**src/rtl/dpu_sequencer_if.sv**
```systemverilog
// Bus bundle between the DPU sequencer, its program memory, the DPU datapath
// and the host that starts a program. The sequencer takes the master side.
interface dpu_sequencer_if;
  // host control and status
  logic        start;
  logic [7:0]  start_addr;
  logic        busy;
  logic        done;
  logic [7:0]  pc;

  // synchronous program memory port
  logic [7:0]  pm_addr;
  logic [23:0] pm_data;

  // DPU control inputs and condition code
  logic [3:0]  cc;
  logic [3:0]  Abus;
  logic [3:0]  Bbus;
  logic [3:0]  Rbus;
  logic [3:0]  n;
  logic [7:0]  mData;

  modport master (
    input  start, start_addr, pm_data, cc,
    output pm_addr, Abus, Bbus, Rbus, n, mData, busy, done, pc
  );

  modport slave (
    output start, start_addr, pm_data, cc,
    input  pm_addr, Abus, Bbus, Rbus, n, mData, busy, done, pc
  );
endinterface

```
**src/rtl/dpu_sequencer.sv**
```systemverilog
// Instruction sequencer feeding the DPU. Fetches 24-bit words from a
// synchronous program memory, issues DPU ops (0..10) for ISSUE_CYCLES cycles
// each and executes control ops (SETCNT, DJNZ, BZ, JMP, HALT) locally.
// Word layout: [23:20] op, [19:16] R, [15:12] A, [11:8] B, [7:0] imm.
module dpu_sequencer #(
  parameter int ISSUE_CYCLES = 2
) (
  input  logic            clk,
  input  logic            rst_n,
  dpu_sequencer_if.master bus
);

  localparam int CW = (ISSUE_CYCLES > 1) ? $clog2(ISSUE_CYCLES) : 1;
  localparam logic [CW-1:0] ISSUE_LAST = CW'(ISSUE_CYCLES - 1);

  localparam logic [3:0] OP_LOAD     = 4'd8;
  localparam logic [3:0] OP_LAST_DPU = 4'd10;
  localparam logic [3:0] OP_SETCNT   = 4'd11;
  localparam logic [3:0] OP_DJNZ     = 4'd12;
  localparam logic [3:0] OP_BZ       = 4'd13;
  localparam logic [3:0] OP_JMP      = 4'd14;
  localparam logic [3:0] OP_NOP      = 4'd15;

  typedef enum logic [2:0] {
    S_IDLE,
    S_FETCH,
    S_WAIT,
    S_ISSUE,
    S_EXEC
  } state_t;

  state_t          state_reg, state_next;
  logic [7:0]      pc_reg, pc_next;
  logic [7:0]      loop_cnt_reg, loop_cnt_next;
  logic            z_reg, z_next;
  logic [3:0]      ctl_op_reg, ctl_op_next;
  logic [7:0]      ctl_imm_reg, ctl_imm_next;
  logic [CW-1:0]   issue_cnt_reg, issue_cnt_next;
  logic [3:0]      n_reg, n_next;
  logic [3:0]      a_reg, a_next;
  logic [3:0]      b_reg, b_next;
  logic [3:0]      r_reg, r_next;
  logic [7:0]      mdata_reg, mdata_next;
  logic            busy_reg, busy_next;
  logic            done_reg, done_next;

  // decoded fields of the word arriving from program memory during WAIT
  logic [3:0]      pm_op;
  logic [7:0]      pm_imm;
  logic [7:0]      cnt_dec;
  logic            unused_cc;

  assign pm_op     = bus.pm_data[23:20];
  assign pm_imm    = bus.pm_data[7:0];
  assign cnt_dec   = loop_cnt_reg - 8'd1;
  // only the Z bit of the condition code steers control flow
  assign unused_cc = ^{bus.cc[3], bus.cc[1:0]};

  // Next-state and datapath decisions; everything holds unless changed below.
  always_comb begin
    state_next     = state_reg;
    pc_next        = pc_reg;
    loop_cnt_next  = loop_cnt_reg;
    z_next         = z_reg;
    ctl_op_next    = ctl_op_reg;
    ctl_imm_next   = ctl_imm_reg;
    issue_cnt_next = issue_cnt_reg;
    n_next         = n_reg;
    a_next         = a_reg;
    b_next         = b_reg;
    r_next         = r_reg;
    mdata_next     = mdata_reg;
    busy_next      = busy_reg;
    done_next      = 1'b0;

    case (state_reg)
      S_IDLE: begin
        // a start coinciding with the done pulse belongs to the finished run
        if (bus.start && !done_reg) begin
          state_next = S_FETCH;
          pc_next    = bus.start_addr;
          busy_next  = 1'b1;
        end
      end

      S_FETCH: begin
        // pm_addr follows pc, so the memory sees the address this cycle
        state_next = S_WAIT;
      end

      S_WAIT: begin
        ctl_op_next  = pm_op;
        ctl_imm_next = pm_imm;
        if (pm_op <= OP_LAST_DPU) begin
          // DPU fields are loaded once here and held for the whole issue
          state_next     = S_ISSUE;
          issue_cnt_next = '0;
          n_next         = pm_op;
          r_next         = bus.pm_data[19:16];
          a_next         = bus.pm_data[15:12];
          b_next         = bus.pm_data[11:8];
          mdata_next     = (pm_op == OP_LOAD) ? pm_imm : 8'h00;
        end else begin
          state_next = S_EXEC;
        end
      end

      S_ISSUE: begin
        if (issue_cnt_reg == ISSUE_LAST) begin
          // the DPU result has settled: capture Z and return to no-op
          state_next = S_FETCH;
          pc_next    = pc_reg + 8'd1;
          z_next     = bus.cc[2];
          n_next     = OP_NOP;
          r_next     = 4'h0;
          a_next     = 4'h0;
          b_next     = 4'h0;
          mdata_next = 8'h00;
        end else begin
          issue_cnt_next = issue_cnt_reg + 1'b1;
        end
      end

      S_EXEC: begin
        state_next = S_FETCH;
        case (ctl_op_reg)
          OP_SETCNT: begin
            loop_cnt_next = ctl_imm_reg;
            pc_next       = pc_reg + 8'd1;
          end
          OP_DJNZ: begin
            // a zero count wraps to 255 and therefore jumps
            loop_cnt_next = cnt_dec;
            pc_next       = (cnt_dec != 8'd0) ? ctl_imm_reg : pc_reg + 8'd1;
          end
          OP_BZ: begin
            pc_next = z_reg ? ctl_imm_reg : pc_reg + 8'd1;
          end
          OP_JMP: begin
            pc_next = ctl_imm_reg;
          end
          default: begin
            // HALT: pc stays on the HALT word for debug visibility
            state_next = S_IDLE;
            busy_next  = 1'b0;
            done_next  = 1'b1;
          end
        endcase
      end

      default: begin
        state_next = S_IDLE;
      end
    endcase
  end

  // FSM state register.
  always_ff @(posedge clk) begin
    if (!rst_n) begin
      state_reg <= S_IDLE;
    end else begin
      state_reg <= state_next;
    end
  end

  // Program counter, loop/flag registers and registered DPU outputs.
  always_ff @(posedge clk) begin
    if (!rst_n) begin
      pc_reg        <= 8'h00;
      loop_cnt_reg  <= 8'h00;
      z_reg         <= 1'b0;
      ctl_op_reg    <= OP_NOP;
      ctl_imm_reg   <= 8'h00;
      issue_cnt_reg <= '0;
      n_reg         <= OP_NOP;
      a_reg         <= 4'h0;
      b_reg         <= 4'h0;
      r_reg         <= 4'h0;
      mdata_reg     <= 8'h00;
      busy_reg      <= 1'b0;
      done_reg      <= 1'b0;
    end else begin
      pc_reg        <= pc_next;
      loop_cnt_reg  <= loop_cnt_next;
      z_reg         <= z_next;
      ctl_op_reg    <= ctl_op_next;
      ctl_imm_reg   <= ctl_imm_next;
      issue_cnt_reg <= issue_cnt_next;
      n_reg         <= n_next;
      a_reg         <= a_next;
      b_reg         <= b_next;
      r_reg         <= r_next;
      mdata_reg     <= mdata_next;
      busy_reg      <= busy_next;
      done_reg      <= done_next;
    end
  end

  assign bus.pm_addr = pc_reg;
  assign bus.pc      = pc_reg;
  assign bus.n       = n_reg;
  assign bus.Abus    = a_reg;
  assign bus.Bbus    = b_reg;
  assign bus.Rbus    = r_reg;
  assign bus.mData   = mdata_reg;
  assign bus.busy    = busy_reg;
  assign bus.done    = done_reg;

endmodule

```
**src/flat_wrapper.sv**
```systemverilog
// flat-port wrapper written by rule: the top's interface ports become plain ports
module dpu_sequencer_flat 
#(
  parameter int ISSUE_CYCLES = 2
)
  (clk, rst_n, bus_start, bus_start_addr, bus_pm_data, bus_cc, bus_pm_addr, bus_Abus, bus_Bbus, bus_Rbus, bus_n, bus_mData, bus_busy, bus_done, bus_pc);
  dpu_sequencer_if bus_i ();
  input  logic clk;
  input  logic rst_n;
  input wire logic [$bits(bus_i.start)-1:0] bus_start;
  input wire logic [$bits(bus_i.start_addr)-1:0] bus_start_addr;
  input wire logic [$bits(bus_i.pm_data)-1:0] bus_pm_data;
  input wire logic [$bits(bus_i.cc)-1:0] bus_cc;
  output wire logic [$bits(bus_i.pm_addr)-1:0] bus_pm_addr;
  output wire logic [$bits(bus_i.Abus)-1:0] bus_Abus;
  output wire logic [$bits(bus_i.Bbus)-1:0] bus_Bbus;
  output wire logic [$bits(bus_i.Rbus)-1:0] bus_Rbus;
  output wire logic [$bits(bus_i.n)-1:0] bus_n;
  output wire logic [$bits(bus_i.mData)-1:0] bus_mData;
  output wire logic [$bits(bus_i.busy)-1:0] bus_busy;
  output wire logic [$bits(bus_i.done)-1:0] bus_done;
  output wire logic [$bits(bus_i.pc)-1:0] bus_pc;
  assign bus_i.start = bus_start;
  assign bus_i.start_addr = bus_start_addr;
  assign bus_i.pm_data = bus_pm_data;
  assign bus_i.cc = bus_cc;
  assign bus_pm_addr = bus_i.pm_addr;
  assign bus_Abus = bus_i.Abus;
  assign bus_Bbus = bus_i.Bbus;
  assign bus_Rbus = bus_i.Rbus;
  assign bus_n = bus_i.n;
  assign bus_mData = bus_i.mData;
  assign bus_busy = bus_i.busy;
  assign bus_done = bus_i.done;
  assign bus_pc = bus_i.pc;
  dpu_sequencer #(.ISSUE_CYCLES(ISSUE_CYCLES)) u_core (.clk(clk), .rst_n(rst_n), .bus(bus_i));
endmodule
```
**config.mk**
```make
export PLATFORM = sky130hd
export DESIGN_NAME = dpu_sequencer_flat
export DESIGN_NICKNAME = d
export VERILOG_FILES = /design/src/rtl/dpu_sequencer_if.sv /design/src/rtl/dpu_sequencer.sv /design/src/flat_wrapper.sv
export SDC_FILE = /design/constraint.sdc
export NUM_CORES = 1
export LEC_CHECK = 0
export ABC_AREA = 1
export CELL_PAD_IN_SITES_DETAIL_PLACEMENT = 1
export CELL_PAD_IN_SITES_GLOBAL_PLACEMENT = 1
export CORE_UTILIZATION = 44
export DETAILED_ROUTE_END_ITERATION = 10
export DONT_BUFFER_PORTS = 1
export GPL_ROUTABILITY_DRIVEN = 0
export PLACE_DENSITY_LB_ADDON = 0.1
export SYNTH_ARGS = -nofsm -noshare
export SYNTH_HDL_FRONTEND = slang
export SYNTH_SLANG_ARGS = --single-unit
```
**constraint.sdc**
```tcl
create_clock -name clk -period 2.48 [get_ports clk]
set_clock_uncertainty 0.1 [all_clocks]
set_input_delay 0.62 -clock clk [delete_from_list [all_inputs] [get_ports clk]]
set_output_delay 0.62 -clock clk [all_outputs]
set_load 0.05 [all_outputs]
```
# Word level (Yosys, flattened, before mapping)
# Cells that the tools add are included.
word_totals:
  in_bits: 39
  register_bits: 59
  elab_cells: 82
  output_inout_bits: 42
op_classes:
  n_lt_le_gt_ge: 1
  add_sub_neg: 3
  reduce_logical: 17
  n_mux: 33
  eq_ne: 14
ops:
  columns: ["operator", "count"]
  rows:
  - ["$mux 8", 7]
  - ["$pmux 4 s2", 4]
  - ["$pmux 8 s2", 2]
  - ["$pmux 8 s4", 1]
  - ["$mux 4", 6]
  - ["$pmux 8 s3", 1]
  - ["$eq 4x4->1 const B", 5]
  - ["$pmux 3 s5", 1]
  - ["$reduce_and 2->1", 5]
  - ["$mux 3", 3]
  - ["$add 8x1->8 const B", 1]
  - ["$reduce_bool 8->1", 1]
  - ["$sub 8x1->8 const B", 1]
  - ["$eq 3x2->1 const B", 2]
  - ["$mux 1", 6]
  - ["$ne 2x1->1 const B", 3]
  - ["$reduce_and 3->1", 2]
  - ["$reduce_bool 2->1", 3]
  - ["$ne 5x1->1 const B", 1]
  - ["$le 4x4->1 const B", 1]
  - ["$pmux 1 s2", 2]
  - ["$reduce_and 4->1", 1]
  - ["$reduce_or 4->1", 1]
  - ["$eq 3x1->1 const B", 1]
  - ["7 further kinds", 7]

# Depth between registers and ports, before layout
# Gate-level depths: netlist of run 1.
depth:
  depth_word: 5
  mapped_depth: 14
  ltp_nobuf: 14

# Worst setup path before layout of run 1
# OpenSTA, ideal clock, no wires.
synth_path:
  path_kind: "reg2reg"
  startpoint: "register u_core.pc_reg[0], in the netlist u_core.bus.pc[0]"
  endpoint: "register u_core.pc_reg[6], in the netlist u_core.bus.pc[6]"
  arrival_time_ps: 1728
  required_ps: 2258
  path_stages_with_launch: 7
  setup_ps: 122
  synth_period_minus_slack_ps: 1951
  path_slack_ps: 529
  path_buffers: 0
  cell_sequence: "dfxtp_1 -> ha_1 -> nand3_1 -> nand3b_1 -> xor2_1 -> a21oi_1 -> a21oi_2"
synth_between:
  elab_chain_len: 4
  word_cells_on_any_way: 6
  classes_between: "add/sub (1); mux (5)"
synth_rtl:
  columns: ["item", "line_no", "rtl"]
  rows:
  - ["start, declared", "dpu_sequencer.sv:33", "logic [7:0] pc_reg, pc_next;"]
  - ["start signal, assigned", "dpu_sequencer.sv:183", "pc_reg <= pc_next;"]
  - ["$add 8x1->8 *", null, null]
  - ["$mux 8 (on tied branches)", "dpu_sequencer.sv:137, dpu_sequencer.sv:134", null]
  - ["$pmux 8 s4", "dpu_sequencer.sv:126", "case (ctl_op_reg)"]
  - ["$pmux 8 s3 *", "dpu_sequencer.sv:76", "case (state_reg)"]
# Every way passes the cells marked *; elsewhere a longest branch is shown, timed or not. The select of a mux whose other input is x is not followed.
# A chain may end at the register's enable or synchronous reset.

# Final worst setup path of run 1
layout_path:
  startpoint: "register u_core.ctl_op_reg[2]"
  endpoint: "register u_core.loop_cnt_reg[5]"
layout_between:
  elab_chain_len: 3
  word_cells_on_any_way: 5
  classes_between: "eq/ne (2); mux (1); reduce/logical (2)"
layout_rtl:
  columns: ["item", "line_no", "rtl"]
  rows:
  - ["start, declared", "dpu_sequencer.sv:36", "logic [3:0] ctl_op_reg, ctl_op_next;"]
  - ["start signal, assigned", "dpu_sequencer.sv:186", "ctl_op_reg <= ctl_op_next;"]
  - ["$eq 4x4->1", "dpu_sequencer.sv:126", null]
  - ["$reduce_bool 2->1 (no source line)", null, null]
  - ["$reduce_and 2->1 (no source line)", null, null]
  - ["end signal, assigned", "dpu_sequencer.sv:184", "loop_cnt_reg <= loop_cnt_next;"]
  - ["end, declared", "dpu_sequencer.sv:34", "logic [7:0] loop_cnt_reg, loop_cnt_next;"]
# Several ways; a longest one is shown, not always the timed one.

==> reports/metrics.cfg, run 1 <==
[timing]
timing.final.max_slew_violations=0
fin_crit_ns=1.99
worst_pin_slew_ns=0.642
setup_viol=0
timing.final.crit_share_pct=80.3
relSlewSlack_pct=57.2
grt_setup_unrepaired=false
report.final.hold_viol_count=0
max_freq_mhz=502
totalNegativeSetupSlack_ns=0

[clocking]
cts_inserted_buffers=9
cts_repair_resize_count=0
cts_tree=yes
clk_pin_slew_worst_paths_ns=0.06
postCtsSetupRepairBufs=0
worstSkewPairLatency_ns=0.34
clockRootBuffer=sky130_fd_sc_hd__clkbuf_8
clock_path_buffers=2
cts_htree_levels=3
postCtsHoldBufs=0
cts_sinks=59

[floorplan]
core_um2=6490
chipHeight_um=85.0
floorplan.die_area_um2=7230
die-width_um=85.0
start_util_pct=46.7
io_pins=81
rows=29

[synthesis]
async_reset_ff_share_pct=0
number_of_storage_elements_in_the_synthesis_netlist=59
synth_cell_type_count=37
syn-instance-count=421
yosysSeqAreaShare_pct=39.0
avgSynthCellArea_um2=7.20
synthesis.area_um2=3030
synth_fp_nets=463
postSynth.topFlopCell=sky130_fd_sc_hd__dfxtp_1
synth-edff-count=0
yosys_warnings=0

[setup_path]
worst_setup_path_end_kind=register
crit_path_max_fanout=13
worstRegToRegCells=7
crit_required_ns=2.56
cp_launch_type=register
crit_type=reg2reg
arrival_ns=2.07

[global_route]
grt.overflow.total=0
grt_pass1_vias=2797
grt_max_degree=28
track_usage_pct=23.7
number_of_antenna_violations_at_the_first_check_in_global_routing=0
grt_first_pass_wirelength_um=13300

[detailed_routing]
drt_first_pass_iters=4
avgRoutedWirePerCell_um=15.8
drt.antenna.violating_nets=0
post-route-drc-count=0
drt-total-wl_um=7980
num_vias=2780
detail_route.vias_per_cell=5.52
drt_first_iter_violations=101

[outcome]
run_status=completed

[pwr]
power.density_cell_area_nw_per_um2=1180
design_power_total_mw=3.86
leakagePower_nw=1.31
largest_vdd_supply_drop_v=0.000509

[layout]
antenna_cell_count=0
area_delta_synth_final_pct=8.42
fillCellCount=829
total_nets_final=465
post_route_cells_drive_above_1_share_pct=15.5

[place]
dpl.hpwl_um=5920
portBuffers=0

[run]
maxCapViolations=0

[min_path]
worst_hold_path_type=in2reg
timing.hold.worst_path_depth=1

## kinds of logic after synthesis
family                     synth area share (%)
AOI/OAI and AO/OA                          20.6
xor gates and xnor gates                   2.02
adders and majority gates                  1.24
buffers and inverters                      10.2
DFF                                        39.0
and+or+nand+nor                            27.0
## per-layer routing
metal | GRT usage (%) | part of all wire [%] | routed length, um
met5 | 0 | 0 | 0
met4 | 6.47 | 1.4 | 108
met3 | 6.81 | 4.5 | 358
met2 | 40.5 | 49 | 3920
met1 | 29.1 | 45 | 3600
## placed cells by master (no fill, tap or decap), types with 2 or more instances in the layout
cell type,netlist,final
sky130_fd_sc_hd__nand4_1,4,4
sky130_fd_sc_hd__o211ai_1,2,2
sky130_fd_sc_hd__inv_2,13,13
sky130_fd_sc_hd__o21ai_0,24,24
sky130_fd_sc_hd__nor2_1,28,28
sky130_fd_sc_hd__dfxtp_1,59,59
sky130_fd_sc_hd__inv_1,34,34
sky130_fd_sc_hd__nand2_2,4,4
sky130_fd_sc_hd__nand3_1,23,23
sky130_fd_sc_hd__nor3_2,2,2
sky130_fd_sc_hd__a211oi_1,9,9
sky130_fd_sc_hd__nor2_4,3,3
sky130_fd_sc_hd__ha_1,3,3
sky130_fd_sc_hd__nand2_4,3,3
sky130_fd_sc_hd__a31oi_1,3,3
sky130_fd_sc_hd__nor3_1,4,4
sky130_fd_sc_hd__nor2_2,5,5
sky130_fd_sc_hd__o21ai_1,2,2
sky130_fd_sc_hd__xor2_1,6,6
sky130_fd_sc_hd__buf_4,9,13
sky130_fd_sc_hd__a21oi_2,5,5
sky130_fd_sc_hd__o22ai_1,5,5
sky130_fd_sc_hd__a221oi_1,5,5
sky130_fd_sc_hd__nand2_1,99,99
sky130_fd_sc_hd__clkbuf_8,0,10
sky130_fd_sc_hd__a21oi_1,45,45
## cells in the mapped netlist (2+ instances only)
library cell / number / area share [%]
sky130_fd_sc_hd__a211oi_1: 9 / 2.2
sky130_fd_sc_hd__nand4_1: 4 / 0.83
sky130_fd_sc_hd__o22ai_1: 5 / 1.0
sky130_fd_sc_hd__inv_2: 13 / 1.6
sky130_fd_sc_hd__nand2_4: 3 / 1.1
sky130_fd_sc_hd__buf_2: 6 / 0.99
sky130_fd_sc_hd__nor3_2: 2 / 0.66
sky130_fd_sc_hd__buf_4: 9 / 2.2
sky130_fd_sc_hd__a31oi_1: 3 / 0.62
sky130_fd_sc_hd__nand3_1: 23 / 3.8
sky130_fd_sc_hd__nor2_4: 3 / 1.1
sky130_fd_sc_hd__o21ai_1: 2 / 0.33
sky130_fd_sc_hd__xor2_1: 6 / 1.7
sky130_fd_sc_hd__nor3_1: 4 / 0.66
sky130_fd_sc_hd__clkbuf_1: 6 / 0.74
sky130_fd_sc_hd__dfxtp_1: 59 / 39
sky130_fd_sc_hd__nor2_2: 5 / 1.0
sky130_fd_sc_hd__a21oi_2: 5 / 1.4
sky130_fd_sc_hd__nand2_2: 4 / 0.83
sky130_fd_sc_hd__a21oi_1: 45 / 7.4
sky130_fd_sc_hd__nand2_1: 99 / 12
sky130_fd_sc_hd__o21ai_0: 24 / 4.0
sky130_fd_sc_hd__inv_1: 34 / 4.2
sky130_fd_sc_hd__a221oi_1: 5 / 1.4
sky130_fd_sc_hd__nor2_1: 28 / 3.5
sky130_fd_sc_hd__o211ai_1: 2 / 0.50
sky130_fd_sc_hd__ha_1: 3 / 1.2
## critical path: stages (launching register included)
cell and delay, ns:
sky130_fd_sc_hd__dfxtp_1 0.35, sky130_fd_sc_hd__nand2_1 0.10, sky130_fd_sc_hd__inv_2 0.10, sky130_fd_sc_hd__nand3_1 0.30
sky130_fd_sc_hd__nand2_1 0.18, sky130_fd_sc_hd__nand2_1 0.29, sky130_fd_sc_hd__a21oi_1 0.30, sky130_fd_sc_hd__a221oi_1 0.12
## path summary, 6_finish.rpt
path	from	to	slack, ns
worst max register to register	u_core.ctl_op_reg[2]	u_core.loop_cnt_reg[5]	0.49
worst min-delay path	rst_n	u_core.bus.n[0]	0.26
worst min register to register	u_core.ctl_op_reg[2]	u_core.ctl_op_reg[2]	0.39
worst max-delay path	u_core.ctl_op_reg[2]	u_core.loop_cnt_reg[5]	0.49
## report_power, final
part / total [mW] / internal, mW / switching [mW]
sequential: 1.46 / 1.13 / 0.322
combinational: 1.54 / 0.421 / 1.12
clock: 0.868 / 0.486 / 0.382
## cell type report
class	count	area [um^2]	share of cell area, %
multi-input cells	293	1540	46.9
flip-flops and latches	59	1180	35.9
inverters	47	176	5.37
clock buffers	11	141	4.30
repair buffers	13	97.6	2.97
well taps	77	96.3	2.93
clock inverters	4	51.3	1.56
## through the flow
stage                     hold WS, ns  setup WS [ns]  utilization, %  instances  instance area [um^2]
after floorplan                 0.345          0.529               -        421                  3030
after global placement          0.372          0.467            47.6        489                  3090
after detailed placement        0.376          0.406            47.6        489                  3090
after CTS                       0.246          0.474            50.6        504                  3290
after global routing            0.235          0.256            50.6        504                  3290
final                           0.263          0.488            50.6        504                  3290
Note: power is estimated with default switching activity, not from simulation.
==> run 2: changes to the inputs <==
--- a/config.mk
+++ b/config.mk
@@ -8,7 +8,7 @@
 export ABC_AREA = 1
 export CELL_PAD_IN_SITES_DETAIL_PLACEMENT = 1
 export CELL_PAD_IN_SITES_GLOBAL_PLACEMENT = 1
-export CORE_UTILIZATION = 44
+export CORE_UTILIZATION = 40
 export DETAILED_ROUTE_END_ITERATION = 10
 export DONT_BUFFER_PORTS = 1
 export GPL_ROUTABILITY_DRIVEN = 0
==> constraint.sdc (replaced) <==
create_clock -name clk -period 1.7 [get_ports clk]
set_clock_uncertainty 0.1 [all_clocks]
set_input_delay 0.425 -clock clk [delete_from_list [all_inputs] [get_ports clk]]
set_output_delay 0.425 -clock clk [all_outputs]
set_load 0.05 [all_outputs]
==> run 2 against run 1 <==
  * The flow now finishes with violations (negative setup slack)
  * Critical path type unchanged
  * Combinational power up 60%
  * Power up 57%
  * Fmax up 12%
  * Final area up 11%
  * Sequential power up 47%
  * Core utilization down 0.80 points
  * Highest routed layer unchanged
==> reports/metrics.cfg, run 2 (synthesis results as in run 1) <==
[floorplan]
io_pins=81  ; unchanged
start_util_pct=41.6  ; -5.1 points
chipHeight_um=89.1  ; +4.8%
floorplan.die_area_um2=7930  ; +9.8%
core_um2=7290  ; +12%
rows=31  ; +6.9%
die-width_um=89.1  ; +4.8%

[setup_path]
critical_path.slowest_cell=sky130_fd_sc_hd__dfxtp_2
family_with_the_most_delay_on_the_worst_path=simple AND/OR/NAND/NOR gates
cp_launch_type=register
cp_slowest_stage_delay_ns=0.33  ; -0.02 ns
crit_required_ns=1.88  ; -0.68 ns
worstPathBufferInverterCount=1  ; unchanged
crit_type=reg2reg
timing.critical_path.cells=inv_4, ha_4, nand2_4, nor2_4, nand2_2, nand2_2, nand2_2, nor2_4, nand3_4, nand2_4, nand2_1, nand2_1, nand2_1, a21oi_2
worst_setup_path_end_kind=register
crit_path_max_fanout=7  ; -6
arrival_ns=1.96  ; -0.11 ns

[detailed_routing]
drt.antenna.violating_nets=0  ; unchanged
drt_first_iter_violations=94  ; -6.9%
post-route-drc-count=0  ; unchanged
num_vias=2850  ; +2.5%
drt_first_pass_iters=4  ; unchanged
detail_route.vias_per_cell=5.17  ; -6.2%
avgRoutedWirePerCell_um=15.2  ; -4.3%
drt-total-wl_um=8350  ; +4.6%

[layout]
fillCellCount=946  ; +14%
register_area_um2=1190  ; +0.53%
final_design_area_no_fill_um2=3630  ; +11%
total_nets_final=491  ; +5.6%
antenna_cell_count=0  ; unchanged
post_route_cells_drive_above_1_share_pct=25.0  ; +9.5 points
multi_input_comb_area_um2=1610  ; +4.3%
area_delta_synth_final_pct=19.8
mostFrequentLayoutCells=94 x sky130_fd_sc_hd__nand2_1, 54 x sky130_fd_sc_hd__dfxtp_1, 42 x sky130_fd_sc_hd__a21oi_1
layout_commonest_cell=sky130_fd_sc_hd__nand2_1

[outcome]
run_status=finished, violations left
failed_checks=negative setup slack

[min_path]
worst_hold_path_type=in2reg

[clocking]
cts_tree=yes
cts_inserted_buffers=9  ; unchanged
clk_pin_slew_worst_paths_ns=0.07  ; about the same
cts_sinks=59  ; unchanged
worstSkewPairLatency_ns=0.34  ; about the same
clock_path_buffers=2  ; unchanged
cts_htree_levels=3  ; unchanged
clockRootBuffer=sky130_fd_sc_hd__clkbuf_8

[timing]
grt_setup_unrepaired=true
timing.final.crit_share_pct=105  ; +24 points
setup_viol=8  ; +8
relSlewSlack_pct=64.9  ; +7.7 points
max_freq_mhz=562  ; +12%
totalNegativeSetupSlack_ns=-0.484  ; -0.484 ns
report.final.hold_viol_count=0  ; unchanged
fin_crit_ns=1.78  ; -0.211 ns
worst_pin_slew_ns=0.526  ; -0.115 ns
setup_slack_ns=-0.0808  ; -0.569 ns
timing.final.max_slew_violations=0  ; unchanged

[global_route]
grt_max_degree=28  ; unchanged
track_usage_pct=22.1  ; -1.6 points
grt_first_pass_wirelength_um=13300  ; -0.62%
grt_pass1_vias=2943  ; +5.2%
number_of_antenna_violations_at_the_first_check_in_global_routing=0  ; unchanged
grt.overflow.total=0  ; unchanged

[place]
portBuffers=0  ; unchanged
dpl.hpwl_um=6130  ; +3.5%
postPlaceCellArea_um2=3330  ; +7.6%

[pwr]
power.density_cell_area_nw_per_um2=1670  ; +42%
largest_vdd_supply_drop_v=0.000722  ; +42%
leakagePower_nw=1.47  ; +12%

[run]
maxCapViolations=0  ; unchanged

## run 2: worst paths after layout
check / slack [ns] / start / cells after the start / to
setup / recovery: -0.08 / u_core.loop_cnt_reg[1] / 14 / u_core.bus.pc[4]
hold / removal: 0.07 / rst_n / 1 / u_core.bus.n[0]
setup reg to reg: -0.08 / u_core.loop_cnt_reg[1] / 14 / u_core.bus.pc[4]
hold reg to reg: 0.39 / u_core.issue_cnt_reg / 2 / u_core.issue_cnt_reg
## run 2: metrics by stage
step | std cells | utilization, % | hold WS, ns | power [mW] | setup slack, ns
after CTS | 551 | 49.0 | 0.0516 | 6.04 | -0.0778
after global placement | 535 | 45.7 | 0.378 | 4.51 | -0.0998
after global routing | 551 | 49.8 | 0.0518 | 6.44 | -0.253
final | 551 | 49.8 | 0.0700 | 6.05 | -0.0808
after detailed placement | 535 | 45.7 | 0.384 | 4.57 | -0.139
after floorplan | 421 | - | 0.345 | 4.01 | -0.0124
## run 2: what timing repair did
item | CTS | global route
pin swaps | 10 | 6
hold buffers | 0 | 0
gates resized for setup | 7 | 19
endpoints found under the setup margin | 8 | 35
setup buffers | 2 | 0
endpoints found under the hold margin | 0 | 0
## run 2: per-layer routing
| metal | track usage, % | routed length, um | vias to the layer above | part of all wire (%) |
|---|---|---|---|---|
| li1 | - | - | 1443 | - |
| met1 | 27.0 | 3860 | 1355 | 46 |
| met2 | 37.8 | 4090 | 44 | 49 |
| met3 | 5.26 | 294 | 8 | 3.5 |
| met4 | 8.08 | 101 | 0 | 1.2 |
| met5 | 0 | 0 | - | 0 |
## run 2: layout make-up
class                   count  share of cell area, %
multi-input cells         293                   44.3
repair buffers             39                   8.61
clock inverters             2                   1.65
inverters                  47                   5.06
well taps                  99                   3.41
clock buffers              12                   4.27
flip-flops and latches     59                   32.7
## run 2: report_power, final
group,total (mW),internal [mW],switching [mW]
clock network,1.43,0.891,0.543
registers,2.14,1.66,0.480
logic,2.47,0.758,1.72
==> run 3: changes to the inputs <==
--- a/config.mk
+++ b/config.mk
@@ -13,6 +13,7 @@
 export DONT_BUFFER_PORTS = 1
 export GPL_ROUTABILITY_DRIVEN = 0
 export PLACE_DENSITY_LB_ADDON = 0.1
+export RECOVER_POWER = 25
 export SYNTH_ARGS = -nofsm -noshare
 export SYNTH_HDL_FRONTEND = slang
 export SYNTH_SLANG_ARGS = --single-unit
==> run 3 against run 2 <==
  * The run still ends with negative setup slack left
  * Power is 0.23% lower
  * Final area shrank 0.21%
  * Global-route usage stayed put
  * Hold slack better by 0.0011 ns
  * Largest power group unchanged
==> reports/metrics.cfg, run 3 (synthesis results as in run 1) <==
[timing]
grt_setup_unrepaired=true
totalNegativeSetupSlack_ns=-0.485  ; -0.000677 ns
setup_slack_ns=-0.0810  ; -0.000149 ns
worst_pin_slew_ns=0.526  ; unchanged
setup_viol=8  ; unchanged
relSlewSlack_pct=64.9  ; unchanged
hold_slack_ns=0.0711  ; +0.00111 ns
timing.final.crit_share_pct=105  ; about the same
timing.final.max_slew_violations=0  ; unchanged
max_freq_mhz=561  ; about the same
fin_crit_ns=1.78  ; +0.000149 ns
report.final.hold_viol_count=0  ; unchanged

[floorplan]
io_pins=81  ; unchanged
rows=31  ; unchanged
chipHeight_um=89.1  ; unchanged
floorplan.die_area_um2=7930  ; unchanged
die-width_um=89.1  ; unchanged
core_um2=7290  ; unchanged
start_util_pct=41.6  ; unchanged

[detailed_routing]
drt_first_iter_violations=93  ; -1.1%
drt_first_pass_iters=4  ; unchanged
drt.antenna.violating_nets=0  ; unchanged
avgRoutedWirePerCell_um=15.1  ; about the same
met3_wirelength_um=299  ; +1.7%
met1Wirelength_um=3860  ; about the same
drt-total-wl_um=8350  ; about the same
detail_route.vias_per_cell=5.16  ; -0.21%
num_vias=2844  ; -0.21%
post-route-drc-count=0  ; unchanged
routed_wire_length_on_met2_um=4070  ; -0.68%
highest-signal-layer=met4

[setup_path]
family_with_the_most_delay_on_the_worst_path=simple AND/OR/NAND/NOR gates
crit_required_ns=1.82  ; -0.06 ns
crit_type=reg2reg
critical_path.slowest_cell=sky130_fd_sc_hd__dfxtp_2
cp_launch_type=register
worst_path_most_repeated_cell=sky130_fd_sc_hd__nand2_2
worst_setup_path_end_kind=register
cp_slowest_stage_delay_ns=0.33  ; about the same
worstPathBufferInverterCount=1  ; unchanged
crit_path_max_fanout=3  ; -4
timing.critical_path.cells=inv_4, ha_4, nand2_4, nor2_4, nand2_2, nand2_2, nand2_2, nor2_4, nand2_1, nand3_1, nand3_1, nand2_2, a21oi_2
arrival_ns=1.90  ; -0.06 ns

[pwr]
clock_power_share_pct=23.7  ; about the same
psw_mw=2.73  ; -0.36%
share_comb_of_total_power_pct=40.8  ; about the same
power.internal_mw=3.31  ; -0.13%
power.density_cell_area_nw_per_um2=1660  ; about the same
pwr-share-seq_pct=35.4  ; about the same
largest_vdd_supply_drop_v=0.000717  ; -0.60%
power.switching_fraction_pct=45.2  ; -0.057 points
design_power_total_mw=6.04  ; -0.23%
leakagePower_nw=1.47  ; about the same

[global_route]
track_usage_pct=22.1  ; unchanged
grt_max_degree=28  ; unchanged
grt_first_pass_wirelength_um=13300  ; unchanged
grt.overflow.total=0  ; unchanged
number_of_antenna_violations_at_the_first_check_in_global_routing=0  ; unchanged
grt_pass1_vias=2943  ; unchanged

[clocking]
clockRootBuffer=sky130_fd_sc_hd__clkbuf_8
clk_pin_slew_worst_paths_ns=0.06  ; about the same
clock_path_buffers=2  ; unchanged
cts_sinks=59  ; unchanged
cts_htree_levels=3  ; unchanged
cts_tree=yes
postCtsHoldBufs=0  ; unchanged
cts_inserted_buffers=9  ; unchanged
worstSkewPairLatency_ns=0.34  ; about the same

[layout]
mostFrequentLayoutCells=95 x sky130_fd_sc_hd__nand2_1, 54 x sky130_fd_sc_hd__dfxtp_1, 42 x sky130_fd_sc_hd__a21oi_1
post_route_cells_drive_above_1_share_pct=23.9  ; -1.1 points
post_layout_nonfiller_instances=551  ; unchanged
antenna_cell_count=0  ; unchanged
layout_commonest_cell=sky130_fd_sc_hd__nand2_1
area_delta_synth_final_pct=19.6
total_nets_final=491  ; unchanged
final_design_area_no_fill_um2=3620  ; -0.21%

[outcome]
run_status=finished, violations left
failed_checks=negative setup slack

[place]
dpl.hpwl_um=6130  ; unchanged
postPlaceCellArea_um2=3330  ; unchanged
place_inst=535  ; unchanged
portBuffers=0  ; unchanged

[min_path]
worst_hold_path_type=in2reg

[run]
maxCapViolations=0  ; unchanged

run 3: cell count changes in the layout (fill, tap and decap cells not counted), sizes merged:
cell | previous run | this run
buf | 39 | 38
clkbuf | 12 | 13
run 3: final timing paths:
check	start	end	slack (ns)	depth (start not counted)
min reg2reg	u_core.issue_cnt_reg	u_core.issue_cnt_reg	0.39	2
min	rst_n	u_core.bus.n[0]	0.07	1
max reg2reg	u_core.loop_cnt_reg[1]	u_core.bus.pc[1]	-0.08	13
max	u_core.loop_cnt_reg[1]	u_core.bus.pc[1]	-0.08	13
run 3: power by group through the flow:
stage | logic (mW) | registers [mW] | clock network, mW
2_1_floorplan | 1.67 | 2.34 | 0
3_3_place_gp | 2.36 | 2.15 | 0
3_5_place_dp | 2.41 | 2.17 | 0
4_1_cts | 2.43 | 2.14 | 1.47
5_1_grt | 2.74 | 2.18 | 1.52
6_report | 2.46 | 2.14 | 1.43
run 3: repair_timing:
action / 4_1_cts / 5_1_grt
buffers inserted: 2 / 0
resized for setup: 7 / 19
setup endpoints to repair: 8 / 35
pin swaps: 10 / 6
run 3: metal layers:
layer | track usage (%) | vias to the layer above
met2 | 37.8 | 46
met4 | 8.08 | 0
met3 | 5.26 | 10
li1 | - | 1442
met1 | 27.0 | 1346
met5 | 0 | -
run 3: metrics by stage:
stage,worst slack [ns],utilization [%]
after floorplan,-0.0124,-
after global placement,-0.0998,45.7
after detailed placement,-0.139,45.7
after CTS,-0.0778,49.0
after global routing,-0.253,49.7
final,-0.0810,49.7
run 3: final cells by class:
type	count	area [um^2]
fillers	946	3670
multi-input cells	293	1600
flip-flops and latches	59	1190
repair buffers	39	310
inverters	47	184
clock buffers	12	155
well taps	99	124
clock inverters	2	60.1
